<file path="src/rtl/cla_nibble_sequencer.sv">
// cla_nibble_sequencer
//   Multi-cycle WIDTH-bit add/subtract unit built around one external 4-bit
//   carry-lookahead adder slice. The operands are latched when the unit
//   accepts them. One nibble per cycle is then presented to the slice, LSB
//   nibble first. The slice's sum nibble is stored and its carry is rippled
//   through a register into the next cycle. The result is held with
//   valid/ready until the consumer takes it.
//
// Ports
//   clk, rst_n            clock (rising edge), async active-low reset
//   in_valid / in_ready   operand handshake; in_ready only while idle
//   a, b, sub             operands; sub=1 computes a-b (b inverted, cin=1)
//   out_valid / out_ready result handshake; result held until taken
//   sum, cout, ovf, zero  result, MSB carry (sub: 1 = no borrow),
//                         signed overflow, sum==0 (qualified by out_valid)
//   cla_op1/op2/cla_cin   nibble operands and carry to the external slice
//   cla_s/cla_cout        sum nibble and carry back from the slice
module cla_nibble_sequencer #(
  parameter int WIDTH = 32
) (
  input  logic             clk,
  input  logic             rst_n,
  input  logic             in_valid,
  output logic             in_ready,
  input  logic [WIDTH-1:0] a,
  input  logic [WIDTH-1:0] b,
  input  logic             sub,
  output logic             out_valid,
  input  logic             out_ready,
  output logic [WIDTH-1:0] sum,
  output logic             cout,
  output logic             ovf,
  output logic             zero,
  output logic [3:0]       cla_op1,
  output logic [3:0]       cla_op2,
  output logic             cla_cin,
  input  logic [3:0]       cla_s,
  input  logic             cla_cout
);

  localparam int N  = WIDTH / 4;
  localparam int IW = (N > 1) ? $clog2(N) : 1;

  if ((WIDTH % 4) != 0 || WIDTH < 8) begin : g_bad_width
    $error("cla_nibble_sequencer: WIDTH must be a multiple of 4 and >= 8");
  end

  typedef enum logic [1:0] {
    IDLE = 2'd0,
    BUSY = 2'd1,
    DONE = 2'd2
  } state_t;

  state_t state, state_nxt;

  // Operands and result are stored as nibble arrays so that the
  // per-cycle slice is a plain index by idx.
  logic [N-1:0][3:0] a_r, b_r, sum_r;
  logic [IW-1:0]     idx;
  logic              carry;
  logic              cout_r, ovf_r;

  logic accept, retire, last_nib, cin_msb;

  assign in_ready  = rst_n & (state == IDLE);
  assign out_valid = (state == DONE);
  assign accept    = in_valid & in_ready;
  assign retire    = out_valid & out_ready;
  assign last_nib  = (idx == IW'(N - 1));

  // Carry into the MSB is recovered from the top sum bit and the MSB
  // operands. This avoids exposing the slice's internal bit-3 carry.
  // Overflow is that carry XOR the carry out of the MSB.
  assign cin_msb = a_r[N-1][3] ^ b_r[N-1][3] ^ cla_s[3];

  // Next-state logic
  always_comb begin
    state_nxt = state;
    case (state)
      IDLE:    if (accept)   state_nxt = BUSY;
      BUSY:    if (last_nib) state_nxt = DONE;
      DONE:    if (retire)   state_nxt = IDLE;
      default:               state_nxt = IDLE;
    endcase
  end

  always_ff @(posedge clk or negedge rst_n) begin
    if (!rst_n) state <= IDLE;
    else        state <= state_nxt;
  end

  // Datapath registers
  always_ff @(posedge clk or negedge rst_n) begin
    if (!rst_n) begin
      a_r    <= '0;
      b_r    <= '0;
      sum_r  <= '0;
      idx    <= '0;
      carry  <= 1'b0;
      cout_r <= 1'b0;
      ovf_r  <= 1'b0;
    end else begin
      case (state)
        IDLE: begin
          if (accept) begin
            a_r   <= a;
            b_r   <= sub ? ~b : b;
            carry <= sub;
            idx   <= '0;
          end
        end
        BUSY: begin
          sum_r[idx] <= cla_s;
          carry      <= cla_cout;
          if (last_nib) begin
            // Park idx at 0 rather than running past N-1.
            idx    <= '0;
            cout_r <= cla_cout;
            ovf_r  <= cin_msb ^ cla_cout;
          end else begin
            idx <= idx + 1'b1;
          end
        end
        default: ;
      endcase
    end
  end

  // The slice sees zeros whenever the unit is not busy.
  always_comb begin
    cla_op1 = '0;
    cla_op2 = '0;
    cla_cin = 1'b0;
    if (state == BUSY) begin
      cla_op1 = a_r[idx];
      cla_op2 = b_r[idx];
      cla_cin = carry;
    end
  end

  assign sum  = sum_r;
  assign cout = cout_r;
  assign ovf  = ovf_r;
  // Gating with out_valid keeps zero low in reset and between results.
  assign zero = out_valid & ~|sum_r;

endmodule

</file>
<file path="config.mk">
export PLATFORM = sky130hd
export DESIGN_NAME = cla_nibble_sequencer
export DESIGN_NICKNAME = d
export VERILOG_FILES = /design/src/rtl/cla_nibble_sequencer.sv
export SDC_FILE = /design/constraint.sdc
export NUM_CORES = 1
export LEC_CHECK = 0
export ABC_AREA = 1
export CORE_MARGIN = 2
export CORE_UTILIZATION = 52
export CTS_BUF_LIST = sky130_fd_sc_hd__clkbuf_2
export CTS_CLUSTER_SIZE = 14
export DETAILED_ROUTE_END_ITERATION = 7
export GPL_TIMING_DRIVEN = 1
export PLACE_DENSITY = 0.93
export REMOVE_ABC_BUFFERS = 1
export SLEW_MARGIN = 10
export SYNTH_ARGS = -nofsm -noshare
export SYNTH_HDL_FRONTEND = slang
export SYNTH_SLANG_ARGS = --single-unit
</file>
<file path="constraint.sdc">
create_clock -name clk -period 1.7 [get_ports clk]
set_input_delay 0.34 -clock clk [delete_from_list [all_inputs] [get_ports clk]]
set_output_delay 0.34 -clock clk [all_outputs]
set_load 0.01 [all_outputs]
</file>
== Word level (Yosys, flattened, before mapping) ==
Cells that the tools add are included.

* Register bits: 104
* Latch bits: 0
* Bits in writable memories: 0
* Memory bits (read-only): 0
* Input port bits: 74
* Output and inout port bits: 46
* Word-level logic and storage cells: 75
* Memories: 0

* $add $sub $neg: 1
* Multiply operators: 0
* Divide/modulo/power cells: 0
* Magnitude comparators: 2
* Equal/unequal tests: 6
* Shift operators: 0
* Muxes and demuxes: 20
* Bitwise operators: 8
* Reductions and logical operators: 9

{| class="wikitable"
|+ Operators with widths
! operator !! number
|-
| $bwmux W32 || 1
|-
| $mux W32 || 1
|-
| $not A32 Y32 || 1
|-
| $reduce_or A32 Y1 || 1
|-
| $bmux W4 S3 || 2
|-
| $mux W4 || 5
|-
| $demux W4 S3 || 1
|-
| $mux W2 || 3
|-
| $mux W3 || 2
|-
| $pmux W2 S3 || 1
|-
| $pmux W3 S2 || 1
|-
| $reduce_and A2 Y1 || 3
|-
| $and A1 B1 Y1 || 4
|-
| $lt A3 B4 Y1 const B || 1
|-
| $ne A2 B2 Y1 const B || 2
|-
| $add A3 B1 Y3 const B || 1
|-
| $eq A3 B3 Y1 const B || 1
|-
| $ge A3 B1 Y1 const B || 1
|-
| $reduce_and A3 Y1 || 1
|-
| $xor A1 B1 Y1 || 3
|-
| $eq A2 B1 Y1 const B || 1
|-
| $eq A2 B2 Y1 const B || 1
|-
| $logic_not A2 Y1 || 1
|-
| $mux W1 || 2
|-
| 5 further kinds || 5
|}

== Depth between registers and ports, before layout ==
* Depth in word-level cells: 5
* Mapped depth: 8

== Least setup slack after synthesis ==
No wires, ideal clock.

* Kind: reg-to-output
* From: register idx[0]
* To: output port cla_op1[0]
* Arrival time: 1173 ps
* Data required time: 1360 ps
* Slack: 187 ps
* Cell stages (with the launch flop): 9
* Path buffers: 2
* Path through: dfrtp_1 buf_4 buf_2 nand2_1 nand2_1 nand2_1 nand2_1 nand2_1 a21oi_1

* Cells in the longest elaborated chain, start to end: 3

{| class="wikitable"
|+ RTL lines
! element !! line !! RTL
|-
| start, declared || 59 || <nowiki>logic [IW-1:0] idx;</nowiki>
|-
| start signal, assigned || 121 || <nowiki>idx <= idx + 1'b1;</nowiki>
|-
| $bmux W4 S3 || 135 || <nowiki>cla_op1 = a_r[idx];</nowiki>
|-
| $mux W4 (not written as such) || 135 ||
|-
| $mux W4 || 134 || <nowiki>if (state == BUSY) begin</nowiki>
|-
| end, declared || 34 || <nowiki>output logic [3:0] cla_op1,</nowiki>
|}

Every way passes these cells. The select of a mux whose other input is x is not followed.

== Worst setup path in the final report ==
* From: register idx[0]
* To: output port cla_op2[2]

* Cells in the longest elaborated chain, start to end: 3

{| class="wikitable"
|+ RTL lines
! element !! line !! RTL
|-
| $bmux W4 S3 || 136 || <nowiki>cla_op2 = b_r[idx];</nowiki>
|-
| $mux W4 (not written as such) || 136 ||
|-
| $mux W4 || 134 ||
|-
| end, declared || 35 || <nowiki>output logic [3:0] cla_op2,</nowiki>
|}

Every way passes these cells. The select of a mux whose other input is x is not followed.

==> results.json <==
{
  "wl_per_cell_um": 18.9,
  "slew_headroom": 0.589,
  "synth_warnings": 0,
  "die_y_um": 102,
  "hold_path_class": "input port to flop",
  "crit_top_cell": "nand2_1",
  "crit_path_cell_trace": "buf_6 -> buf_12 -> nand2_2 -> nand2_2 -> nand2_1 -> nand2_1 -> nand2_1 -> a21oi_2 -> buf_2",
  "drc_errors": 0,
  "cts_root_buffer": "clkbuf_2",
  "peakVddDrop_mv": 0.844,
  "cts_buffers": 9,
  "grt_use_total": 0.267,
  "cts_sinks": 104,
  "grt_pass1_vias": 4878,
  "synth.yosys.seq_area_share": 0.516,
  "synth.largest_area_cell": "dfrtp_1",
  "report.final.slew_viol_count": 0,
  "hold_slack_ps": 266,
  "rows": 35,
  "cp-endpoint": "cla_op2[2]",
  "clkSlewWorstSetupHoldPaths_ps": 280,
  "reg2reg_slack_ps": -260,
  "via_per_inst": 5.70,
  "drv_cap": 0,
  "layout_min_cycle_time_ps": 2400,
  "drt_iter0_drc": 501,
  "failed_checks": "negative setup slack",
  "netlist_top_cells_area": "dfrtp_1 52%, nand2_1 25%, o21ai_0 6.5%",
  "required_ps": 1360,
  "critPathArrivalTime_ps": 2060,
  "cts_buffer_depth": 2,
  "synthesis.area_sq_mm": 0.00504,
  "cp-startpoint": "idx[0]",
  "regArea_sq_mm": 0.00260,
  "worst_setup_path_end_kind": "output pin",
  "worst_slack_ps": -697,
  "htreeDepth": 3,
  "multiInputGateArea_sq_mm": 0.00272,
  "syn_avg_cell_area_sq_um": 7.76,
  "reg2reg_depth": 9,
  "nets": 917,
  "coreArea_sq_mm": 0.00933,
  "first_pass_iters": 5,
  "io_pins": 120,
  "finClkSkew_ps": 23.5,
  "worstSetupPathType": "flop to output pin",
  "layout_commonest_cell": "nand2_1",
  "place_congestion": 0.907,
  "cpPeakStageDelay_ps": 500,
  "io_buffers": 119,
  "fmax_mhz": 417,
  "setup_viol": 78,
  "most-common-layout-cells": "239 x nand2_1, 103 x dfrtp_1, 71 x clkdlybuf4s50_1, 67 x nand2_2, 48 x buf_4",
  "finalWirelength_um": 18400,
  "slowest_stage": "dfrtp_2",
  "syn_to_final_growth_pct": 55.1,
  "final_antenna_net_count": 0,
  "design_area_sq_mm": 0.00782,
  "vias": 5559,
  "ys_seq_elements": 104,
  "crit_path_max_fanout": 5,
  "synthCells": 650,
  "drive_gt1_frac": 0.331,
  "cts_tree": "built",
  "dp_hpwl_um": 9450,
  "synth.top_cell.area_share": 0.516,
  "r2r-end": "ovf",
  "placed_cell_area_sq_mm": 0.00667,
  "synth_cell_types": 25,
  "worstSkewPairLatency_ps": 580,
  "status": "finished, violations left",
  "grt.overflow.total": 0,
  "powerDensity_mw_per_mm2": 1770,
  "reg2reg_from": "idx[0]",
  "fp.dieArea_sq_mm": 0.0105,
  "startpoint_type": "flop",
  "grt_first_pass_wirelength_um": 21800,
  "worst_pin_slew_ps": 614,
  "antenna_found_initial": 0,
  "fillers": 471,
  "hold_viol": 0,
  "start_util": 0.541,
  "min_period_over_period": 1.41,
  "rsz0062_at_grt": "yes",
  "antenna_cells": 0,
  "grt_max_degree": 66,
  "die_x_um": 102,
  "leakage_uw": 0.00391
}
[sequential cells by signal (all words and copies together) (netlist names)]
signal,flops
a_r,32
b_r,32
sum,32
idx,3
state,2
carry,1
cout,1
ovf,1
[cell type report]
type	count	area share
clock buffers	9	0.00576
clock inverters	7	0.00608
inverters	24	0.0150
multi-input cells	493	0.347
flip-flops and latches	104	0.333
well taps	129	0.0206
repair buffers	209	0.272
[where the power goes]
group / internal [uW] / switching [uW]
logic: 3700 / 4480
registers: 3670 / 916
clock network: 187 / 875
[metrics by stage]
step | utilization | setup TNS [ps] | cells | setup WS (ps) | total power, uW
finish | 0.839 | -9380 | 975 | -697 | 13800
floorplan | - | -37590 | 619 | -814 | 7290
global placement | 0.715 | -2190 | 917 | -313 | 10200
global route | 0.839 | -14340 | 975 | -755 | 14600
detailed placement | 0.715 | -2450 | 917 | -326 | 10500
CTS | 0.738 | -6050 | 950 | -528 | 11700
[cells in the mapped netlist (all sizes together)]
cell type and count:
clkbuf 8, xnor2 33, dfrtp 104, xor2 1, nand3 5, clkinv 1
ha 2, nand4 7, inv 23, o21ai 67, buf 23, nand2 334
or2 1, nor3 1, a21oi 12, nor4 1, nor2 26, o21a 1
[metal layers]
layer	GRT usage	vias to the layer above	share of wire	wire length, um
met5	0	-	0	0
met4	0.142	0	0.049	906
met3	0.0414	99	0.095	1750
met2	0.443	439	0.48	8880
met1	0.339	2612	0.37	6870
li1	-	2409	-	-
[worst max-delay path: cells and delay by family, from the launching register on]
kind,cells,cell delay (ps)
flip-flops,1,500
AND/OR/NAND/NOR,5,360
buffers and inverters,3,430
AO/OA/AOI/OAI,1,190
[how the worst min path moves through the flow]
| stage | end | depth (start not counted) | from | slack [ps] |
|---|---|---|---|---|
| 6_report | a_r[24] | 3 | a[24] | 270 |
| 5_1_grt | a_r[24] | 3 | a[24] | 250 |
| 3_5_place_dp | sum[15] | 2 | rst_n | 440 |
| 4_1_cts | a_r[24] | 3 | a[24] | 240 |
| 3_3_place_gp | sum[15] | 2 | rst_n | 420 |
| 2_1_floorplan | a_r[0] | 0 | rst_n | 40 |
[logic make-up (layout without fill, tap and decap cells)]
family	Yosys count	count (layout)	synth area share
xor gates and xnor gates	34	34	0.0590
DFF	104	104	0.516
and+or+nand+nor	375	377	0.289
buffers and inverters	55	249	0.0508
AOI/OAI and AO/OA	80	80	0.0799
adders and majority gates	2	2	0.00496
[timing repair]
item / in CTS / in global routing
hold buffers: 1 / 0
resized for setup: 195 / 207
setup endpoints to repair: 46 / 164
setup buffers: 20 / 12
gates cloned: 1 / 17
pin swaps: 11 / 42
hold endpoints to repair: 39 / 0
Note: power is estimated with default switching activity, not from simulation.
